**src/rtl/run_ctrl_pkg.sv**
```systemverilog
// Shared definitions for the run controller: FSM states and tohost decode constants.
package run_ctrl_pkg;

    typedef enum logic [1:0] {
        ST_IDLE = 2'd0,
        ST_HOLD = 2'd1,
        ST_RUN  = 2'd2,
        ST_DONE = 2'd3
    } state_t;

    // A tohost store ends the test only when its LSB is set; the value 1 means pass.
    localparam int TOHOST_PASS     = 1;
    localparam int TOHOST_DONE_BIT = 0;

endpackage

```
**src/rtl/run_ctrl_sat_counter.sv**
```systemverilog
// Saturating up-counter with synchronous clear; holds at all-ones instead of wrapping.
module sat_counter #(
    parameter int W = 32
) (
    input  logic         clk,
    input  logic         clr,
    input  logic         en,
    output logic [W-1:0] q
);

    always_ff @(posedge clk) begin
        if (clr) begin
            q <= '0;
        end else if (en && (q != {W{1'b1}})) begin
            q <= q + 1'b1;
        end
    end

endmodule

```
**src/rtl/run_ctrl.sv**
```systemverilog
// Test-run controller: holds the core in reset, runs it, and watches the tohost store
// for a pass/fail verdict or a cycle timeout.
module run_ctrl
    import run_ctrl_pkg::*;
#(
    parameter int              XLEN        = 32,
    parameter int              CNT_W       = 32,
    parameter int              RST_CYCLES  = 2,
    parameter int              TIMEOUT     = 100,
    parameter logic [XLEN-1:0] TOHOST_ADDR = 'h0000_0FF0
) (
    input  logic             clk,
    input  logic             rst,
    input  logic             start,
    input  logic             retire,
    input  logic             mem_we,
    input  logic [XLEN-1:0]  mem_addr,
    input  logic [XLEN-1:0]  mem_wdata,
    output logic             core_rst,
    output logic             running,
    output logic             done,
    output logic             pass,
    output logic             timeout,
    output logic [XLEN-2:0]  fail_code,
    output logic [CNT_W-1:0] cycle_cnt,
    output logic [CNT_W-1:0] instret_cnt
);

    localparam logic [7:0]       HOLD_LAST = 8'(RST_CYCLES - 1);
    localparam logic [CNT_W-1:0] TMO_LAST  = CNT_W'(TIMEOUT - 1);

    state_t     state;
    logic [7:0] hold_cnt;
    logic       launch;
    logic       cnt_clr;
    logic       in_run;
    logic       tohost_hit;
    logic       tmo_hit;

    assign in_run     = (state == ST_RUN);
    assign launch     = start && ((state == ST_IDLE) || (state == ST_DONE));
    assign cnt_clr    = rst || launch;
    assign tohost_hit = in_run && mem_we && (mem_addr == TOHOST_ADDR) &&
                        mem_wdata[TOHOST_DONE_BIT];
    assign tmo_hit    = (cycle_cnt == TMO_LAST);

    // Both counters advance in the final RUN cycle too; leaving RUN freezes them.
    sat_counter #(.W(CNT_W)) u_cycle_cnt (
        .clk (clk),
        .clr (cnt_clr),
        .en  (in_run),
        .q   (cycle_cnt)
    );

    sat_counter #(.W(CNT_W)) u_instret_cnt (
        .clk (clk),
        .clr (cnt_clr),
        .en  (in_run && retire),
        .q   (instret_cnt)
    );

    always_ff @(posedge clk) begin
        if (rst) begin
            state     <= ST_IDLE;
            hold_cnt  <= '0;
            core_rst  <= 1'b1;
            running   <= 1'b0;
            done      <= 1'b0;
            pass      <= 1'b0;
            timeout   <= 1'b0;
            fail_code <= '0;
        end else begin
            case (state)
                ST_IDLE, ST_DONE: begin
                    if (start) begin
                        state     <= ST_HOLD;
                        hold_cnt  <= '0;
                        core_rst  <= 1'b1;
                        done      <= 1'b0;
                        pass      <= 1'b0;
                        timeout   <= 1'b0;
                        fail_code <= '0;
                    end
                end
                ST_HOLD: begin
                    if (hold_cnt == HOLD_LAST) begin
                        state    <= ST_RUN;
                        core_rst <= 1'b0;
                        running  <= 1'b1;
                    end else begin
                        hold_cnt <= hold_cnt + 8'd1;
                    end
                end
                ST_RUN: begin
                    // A tohost verdict in the timeout cycle takes precedence.
                    if (tohost_hit) begin
                        state    <= ST_DONE;
                        core_rst <= 1'b1;
                        running  <= 1'b0;
                        done     <= 1'b1;
                        if (mem_wdata == XLEN'(TOHOST_PASS)) begin
                            pass <= 1'b1;
                        end else begin
                            fail_code <= mem_wdata[XLEN-1:1];
                        end
                    end else if (tmo_hit) begin
                        state    <= ST_DONE;
                        core_rst <= 1'b1;
                        running  <= 1'b0;
                        done     <= 1'b1;
                        timeout  <= 1'b1;
                    end
                end
                default: begin
                    state <= ST_IDLE;
                end
            endcase
        end
    end

endmodule

```
**config.mk**
```make
export PLATFORM = sky130hd
export DESIGN_NAME = run_ctrl
export DESIGN_NICKNAME = d
export VERILOG_FILES = /design/src/rtl/run_ctrl_pkg.sv /design/src/rtl/run_ctrl_sat_counter.sv /design/src/rtl/run_ctrl.sv
export SDC_FILE = /design/constraint.sdc
export NUM_CORES = 1
export LEC_CHECK = 0
export ABC_AREA = 0
export BUFFER_PORTS_ARGS = -buffer_cell sky130_fd_sc_hd__buf_4
export CAP_MARGIN = 20
export CORE_MARGIN = 2
export CORE_UTILIZATION = 30
export DETAILED_ROUTE_END_ITERATION = 7
export GPL_ROUTABILITY_DRIVEN = 0
export HOLD_SLACK_MARGIN = 0.08
export PLACE_DENSITY_LB_ADDON = 0.15
export SLEW_MARGIN = 20
export SYNTH_ARGS = -nofsm -noshare
export SYNTH_HDL_FRONTEND = slang
export SYNTH_SLANG_ARGS = --single-unit
```
**constraint.sdc**
```tcl
create_clock -name clk -period 2.6 [get_ports clk]
set_input_delay 0.26 -clock clk [delete_from_list [all_inputs] [get_ports clk]]
set_output_delay 0.26 -clock clk [all_outputs]
set_load 0.05 [all_outputs]
```
==> results of run 1 <==
final timing paths:
check / depth (start not counted) / startpoint / slack, ns / end
setup / recovery: 8 / state[0] / 0.33 / u_instret_cnt.q[25]
hold / removal: 3 / mem_wdata[11] / 0.17 / fail_code[10]
setup reg to reg: 8 / state[0] / 0.33 / u_instret_cnt.q[25]
hold reg to reg: 2 / done / 0.47 / done
critical path: stages, from the launching register on:
cell                      delay [ns]
sky130_fd_sc_hd__dfxtp_1        0.33
sky130_fd_sc_hd__inv_1          0.08
sky130_fd_sc_hd__ha_1           0.17
sky130_fd_sc_hd__buf_4          0.20
sky130_fd_sc_hd__and4_1         0.23
sky130_fd_sc_hd__nand2_1        0.08
sky130_fd_sc_hd__or4_1          0.61
sky130_fd_sc_hd__or4_1          0.44
sky130_fd_sc_hd__nand2_1        0.08
per-layer routing:
layer	part of all wire, %	track usage, %
met3	4.7	3.46
met5	0	0
met4	1.9	6.32
met2	46	27.8
met1	48	24.7
sequential cells by signal, summed over array words and instances, names as in the netlist:
name	flops
u_cycle_cnt.q	32
u_instret_cnt.q	32
fail_code	31
hold_cnt	8
state	2
core_rst	1
done	1
pass	1
running	1
timeout	1
kinds of logic (layout without fill, tap and decap cells):
family	after synthesis	count (layout)	synth area share [%]
and+or+nand+nor	330	330	33.3
adders and majority gates	7	7	1.56
AOI/OAI and AO/OA	176	176	17.7
xor gates and xnor gates	25	25	3.89
DFF	110	110	39.1
buffers and inverters	52	227	3.69
muxes	4	4	0.734
final cells by class:
cell class	count	area [um2]
multi-input cells	542	3240
fillers	1954	11000
clock buffers	12	267
clock inverters	4	28.8
inverters	13	48.8
flip-flops and latches	110	2200
repair buffers	198	1490
well taps	234	293
per-stage QoR:
| stage | setup slack (ns) | hold slack (ns) | instance area [um2] | std cells | utilization (%) |
|---|---|---|---|---|---|
| after floorplan | 0.170 | 0.408 | 5630 | 704 | - |
| final | 0.333 | 0.167 | 7570 | 1113 | 40.7 |
| after detailed placement | 0.229 | 0.458 | 7270 | 1097 | 39.1 |
| after global placement | 0.228 | 0.454 | 7270 | 1097 | 39.1 |
| after CTS | 0.315 | 0.151 | 7570 | 1113 | 40.7 |
| after global routing | 0.141 | 0.165 | 7570 | 1113 | 40.7 |
report_power, final:
| part | internal [mW] | switching, mW | leakage, nW |
|---|---|---|---|
| Clock | 0.733 | 0.670 | 0.141 |
| Combinational | 0.334 | 0.712 | 1.78 |
| Sequential | 1.73 | 0.0390 | 0.887 |
| Total | 2.79 | 1.42 | 2.81 |
layout by cell type (no fill, tap or decap), types with 2 or more instances in the layout:
cell,n
sky130_fd_sc_hd__and3_1,15
sky130_fd_sc_hd__o21a_1,2
sky130_fd_sc_hd__and2_0,2
sky130_fd_sc_hd__xnor2_1,21
sky130_fd_sc_hd__o21ai_1,2
sky130_fd_sc_hd__nand3_1,58
sky130_fd_sc_hd__clkinvlp_4,2
sky130_fd_sc_hd__dfxtp_1,110
sky130_fd_sc_hd__a211oi_1,4
sky130_fd_sc_hd__a21oi_1,72
sky130_fd_sc_hd__xor2_1,4
sky130_fd_sc_hd__nand4_1,29
sky130_fd_sc_hd__clkbuf_16,9
sky130_fd_sc_hd__nor2b_1,34
sky130_fd_sc_hd__or4_1,12
sky130_fd_sc_hd__nand2b_1,5
sky130_fd_sc_hd__ha_1,7
sky130_fd_sc_hd__buf_4,198
sky130_fd_sc_hd__nand4b_1,2
sky130_fd_sc_hd__or3_1,24
sky130_fd_sc_hd__and2_1,3
sky130_fd_sc_hd__nor4_1,23
sky130_fd_sc_hd__o31ai_1,8
sky130_fd_sc_hd__o21ai_0,64
sky130_fd_sc_hd__nand2_1,37
sky130_fd_sc_hd__a31oi_1,7
sky130_fd_sc_hd__and4_1,12
sky130_fd_sc_hd__mux2i_1,3
sky130_fd_sc_hd__inv_1,13
sky130_fd_sc_hd__nor4b_1,6
sky130_fd_sc_hd__o31a_1,2
sky130_fd_sc_hd__nor2_1,44
sky130_fd_sc_hd__nor3_1,12
sky130_fd_sc_hd__a31o_2,2
sky130_fd_sc_hd__o211ai_1,3
sky130_fd_sc_hd__clkbuf_8,3
==> reports/results.txt, run 1 <==
After synthesis, the cell types taking the most area are sky130_fd_sc_hd__dfxtp_1 (39%), sky130_fd_sc_hd__a21oi_1 (6.4%), sky130_fd_sc_hd__o21ai_0 (5.8%), sky130_fd_sc_hd__nand3_1 (5.2%), sky130_fd_sc_hd__nor2b_1 (3.8%). The run finished with clean final reports. The post-route antenna net violation count is 0. After synthesis, flip-flops and latches occupy 39.1% of the total area. Once the clock tree was built, the setup fixing pass inserted 0 buffers. The netlist uses 56 different library cells. The via count of the first global-routing pass came out at 5494. The run gives 950 as the final net count. The number of hold violations in the final report came out at 0. The die covers 19900 um2. Across the run, the number of max-cap violations was 0. At the worst endpoint, the required time is 2.91 ns. The number of buffers inserted for hold repair after clock tree synthesis is 0, and the per-cell via count in the routed design is 5.25. The number of antenna violations at the first check in global routing is 0, and the synthesis-stage register bit count is 110. Clock-pin slew was measured on the worst setup and hold paths at 0.08 ns.

The cell count after synthesis came out at 704. Compared with the post-synthesis result, the final layout area differs by 34.4%. The logs give 5842 for the detailed-route via count and 50 for the number of rows in the core area. For this design the top-level I/O count stands at 169. The H-tree depth was 3. Setup repair after global routing left no endpoint under its margin. For the setup clock skew after layout, the log shows 0.0113 ns.

For this run, design rule violations remaining after detail routing come to 0. Number of buffers created by CTS: 9. Entering global routing, the biggest net connects 44 pins. IR analysis of the VDD net gives a maximum drop of 0.343 mV.

For the post-synth net total, the log shows 780. The tools report the kind of start point of the critical path as a flip-flop. The commonest cells after synthesis are sky130_fd_sc_hd__dfxtp_1 (110), sky130_fd_sc_hd__a21oi_1 (72), sky130_fd_sc_hd__o21ai_0 (65).

Wires add up to 17.7 mm. The mean instance size in the synthesized netlist came out at 8.00 um2. For this run the aggregate overflow at the end of global routing stands at 0. The largest driver fanout on the critical path came out at 14.

The first routing iteration left 303 violations. The number of antenna diodes in the final layout is 0. TritonCTS built the clock tree. After layout, the design draws a total of 4.21 mW.

The type of the most critical hold path is input port to flip-flop. During synthesis, Yosys emitted a total of 0 warnings. CTS saw 110 sinks. Summed over all cells, the static leakage comes to 2.81 nW. The wire length per cell is 15.9 um, and the power density over cell area is 557 nW/um2.

The fraction of final layout cells with drive strength greater than 1 came out at 26.3%. Counting flops with a built-in enable in the synthesized netlist gives 0. Dividing the final minimum period by the clock period gives 87.2%. The worst slew slack as a fraction of its limit is 56.1%. The tools report the final number of setup-violating endpoints as 0. The top-area cell type share of the netlist area came out at 39.1%. STA classifies the critical path endpoint as a flip-flop. Derived from the worst setup path, the maximum achievable clock frequency is 441 MHz. The run gives 2.57 ns as the critical path data arrival time. For the finished layout, the period the worst path requires is 2.27 ns. The first-pass iteration count of the detailed router came out at 4. Among all flip-flop cells after synthesis, the most frequent one is sky130_fd_sc_hd__dfxtp_1. The logs give 2 for the buffer depth of the longest clock path and 0.36 ns for the source-to-sink clock delay at the later pin of the worst-skew pair. The total of cells resized after clock tree synthesis was 0. Summing every instance area after synthesis gives 5630 um2. The async set-or-reset flop fraction in the synthesized netlist was 0%. The die height was 141 um; the placeable core region was 18600 um2.

The critical path is of the flip-flop to flip-flop type. The first global-routing pass estimated 29.0 mm of wire. Measured along the x axis, the die boundary spans 141 um. The final count of pins violating max slew was 0.

For the starting density of the core, the log shows 30.3%. Port buffering added 168 buffers. sky130_fd_sc_hd__dfxtp_1 takes more of the synthesized area than any other cell.

The clock root buffer is sky130_fd_sc_hd__clkbuf_16. After legalization and detailed placement, the total HPWL measured 12.7 mm. The worst-margin pin slew works out to 0.653 ns.

Among all cell types in the netlist, the one instantiated most often is sky130_fd_sc_hd__dfxtp_1. In the global route stage, overall resource usage came out at 17.8%. For the final routed database, the setup TNS stands at 0 ns.
Note: power is estimated with default switching activity, not from simulation.
==> run 2, diff against run 1 <==
--- a/config.mk
+++ b/config.mk
@@ -8,11 +8,13 @@
 export ABC_AREA = 0
 export BUFFER_PORTS_ARGS = -buffer_cell sky130_fd_sc_hd__buf_4
 export CAP_MARGIN = 20
+export CELL_PAD_IN_SITES_DETAIL_PLACEMENT = 0
+export CELL_PAD_IN_SITES_GLOBAL_PLACEMENT = 2
 export CORE_MARGIN = 2
-export CORE_UTILIZATION = 30
+export CORE_UTILIZATION = 29
 export DETAILED_ROUTE_END_ITERATION = 7
 export GPL_ROUTABILITY_DRIVEN = 0
-export HOLD_SLACK_MARGIN = 0.08
+export HOLD_SLACK_MARGIN = 0.06
 export PLACE_DENSITY_LB_ADDON = 0.15
 export SLEW_MARGIN = 20
 export SYNTH_ARGS = -nofsm -noshare
==> run 2 against run 1 <==
Against the previous run: maximum frequency down 4.2%; critical path type unchanged; highest routed layer unchanged; die area up 3.3%; clock power about the same; flip-flop and latch count unchanged; cell count up 1.9%; combinational power about the same; core utilization down 0.66 points; critical path depth unchanged.
==> reports/results.txt, run 2 (synthesis results as in run 1) <==
Minimum setup slack after placement: 0.245 ns. The tools report the via count of the first global-routing pass as 5657. The post-route antenna net violation count is 0. The detailed-route via count came out at 5946. The worst-margin pin slew came out at 0.699 ns. The number of hold violations in the final report was 0; the area growth from synthesis to layout was 34.5%. The final count of pins violating max slew came out at 0.

After floorplanning, the core was divided into 50 placement rows. The wire-length estimate of the detail-placed layout is 13.4 mm. The post-CTS setup repair buffer count came out at 0. The logs give 0 for the number of antenna violations at the first check in global routing and 0.233 ns for the least setup slack across all paths after layout.

Across every metal layer, demand over resource in global routing totals 18.0%. The kind of start point of the critical path was a flip-flop. I/O pin total: 169. The part of the cycle the worst path needs was 91.0%; the worst-case hold slack was 0.156 ns.

The worst supply voltage drop on vdd was 0.382 mV; the sink count of the clock tree was 110. The standby leakage power was 2.78 nW. The worst hold path belongs to the class input port to flip-flop. For the worst-skew pair, the clock arrives at the later sink with an insertion delay of 0.37 ns. Wire length per cell: 16.7 um.

Buffer and inverter count on the worst path: 2. The number of buffers created by CTS was 9; the final number of setup-violating endpoints was 0. The clock-pin transition on the worst setup and hold timing paths works out to 0.08 ns. For the initial detailed-routing violation count, the log shows 352. Entering global routing, the biggest net connects 44 pins. The logs give 20500 um2 for the area of the die and 0 for the total of cells resized after clock tree synthesis. The first global-routing pass estimated 29.4 mm of wire.

Broken down by cell family, the worst path's largest delay share belongs to simple AND/OR/NAND/NOR gates. Walking the worst path, the cells encountered are inv_1 > ha_1 > buf_4 > and4_1 > nand2_1 > or4_1 > or3_1 > a21oi_1. Number of buffers inserted for hold repair after clock tree synthesis: 0. The clock passes through at most 2 buffers. The slowest stage of the critical path belongs to the cell sky130_fd_sc_hd__or4_1. The most common cell after layout, fill and taps aside is sky130_fd_sc_hd__buf_4.

The largest registers in the layout are u_cycle_cnt.q (32), u_instret_cnt.q (32), fail_code (31). The kind of end point of the critical path was a flip-flop. In this run the horizontal extent of the chip is 143 um. After detailed routing, the total wire length is 19.0 mm. After detailed routing, the number of remaining DRC violations is 0.

The class of the most critical setup path was flip-flop to flip-flop. Clock period minus worst slack: 2.37 ns. Clock root buffer: sky130_fd_sc_hd__clkbuf_16. Of the cells placed in the final design, the portion with a size suffix greater than 1 is 25.9%. Max-cap violations in this run came to 0. Once the floorplan was initialized, standard cells occupied 29.8% of the core. After the last flow step, the layout net total stands at 945. The power density over cell area is 556 nW/um2, and the count of input and output buffers is 168. The run finished with clean final reports. Fill cells in the final layout number 1975.

The die is 143 um tall. Global routing finished with a remaining overflow of 0. In this design, the stage delay of the slowest critical-path cell is 0.61 ns. Across all register-to-register paths, the minimum setup slack is 0.23 ns. In this run the worst path has a maximum fanout of 14. First-pass iteration count of the detailed router: 5.

The worst slew slack as a fraction of its limit is 53.0%. Dividing the detail-routed via count by the number of cells gives 5.24. The run gives 2.65 ns as the critical path data arrival time.

TritonCTS built the clock tree. The tools report the overall power after layout as 4.21 mW. The count of cells in the finished layout, fillers not included, comes to 1134. The logs give 0.0148 ns for the setup clock skew after layout and 2.88 ns for the endpoint required time on the critical path. The summed negative setup slack over all endpoints came out at 0 ns. The top cell types in the final layout, fill and taps aside, are sky130_fd_sc_hd__buf_4 (192), sky130_fd_sc_hd__dfxtp_1 (110), sky130_fd_sc_hd__a21oi_1 (72). The cell count after placement is 1118, and the number of antenna cells inserted is 0. The tools report the placeable core region as 18900 um2. Static timing analysis puts the maximum clock frequency at 422 MHz. Setup repair after global routing left no endpoint under its margin.

The H-tree depth was 3.
run 2: cell count changes in the layout (fill, tap and decap cells not counted), sizes merged:
cell	before	now
inv	14	16
clkinvlp	2	1
clkinv	1	2
buf	198	193
clkbuf	12	10
run 2: metrics by stage:
stage	area, um2	util [%]
2_1_floorplan	5630	-
3_3_place_gp	7280	38.5
3_5_place_dp	7280	38.5
4_1_cts	7570	40.1
5_1_grt	7570	40.1
6_report	7570	40.1
run 2: layout make-up:
| cell class | instances | area, um2 | share of cell area, % |
|---|---|---|---|
| clock buffer | 10 | 239 | 3.16 |
| clock inverter | 6 | 51.3 | 0.678 |
| sequential | 110 | 2200 | 29.1 |
| timing repair buffer | 193 | 1460 | 19.3 |
| tap | 260 | 325 | 4.30 |
| multi-input combinational | 542 | 3240 | 42.8 |
| inverter | 13 | 48.8 | 0.645 |
run 2: metal layers:
metal	track usage (%)	vias to the layer above	routed length (um)	share of wire (%)
met1	24.3	2849	8710	46
li1	-	2944	-	-
met3	4.33	15	884	4.7
met2	29.2	138	9220	49
met4	3.87	0	182	0.96
met5	0	-	0	0
run 2: worst paths after layout:
path / startpoint / to / cells past startpoint
hold reg to reg: done / done / 2
setup / recovery: state[0] / u_instret_cnt.q[29] / 8
hold / removal: mem_wdata[8] / fail_code[7] / 3
setup reg to reg: state[0] / u_instret_cnt.q[29] / 8
run 2: worst register-to-register path, cell delays in order (launching register included):
cell and delay (ns):
sky130_fd_sc_hd__dfxtp_1 0.33, sky130_fd_sc_hd__inv_1 0.09, sky130_fd_sc_hd__ha_1 0.21, sky130_fd_sc_hd__buf_4 0.23
sky130_fd_sc_hd__and4_1 0.23, sky130_fd_sc_hd__nand2_1 0.09, sky130_fd_sc_hd__or4_1 0.61, sky130_fd_sc_hd__or3_1 0.36
sky130_fd_sc_hd__a21oi_1 0.15
run 2: power breakdown:
| part | switching (mW) | leakage (nW) | internal, mW |
|---|---|---|---|
| registers | 0.0419 | 0.887 | 1.73 |
| logic | 0.721 | 1.76 | 0.333 |
| clock network | 0.695 | 0.140 | 0.692 |
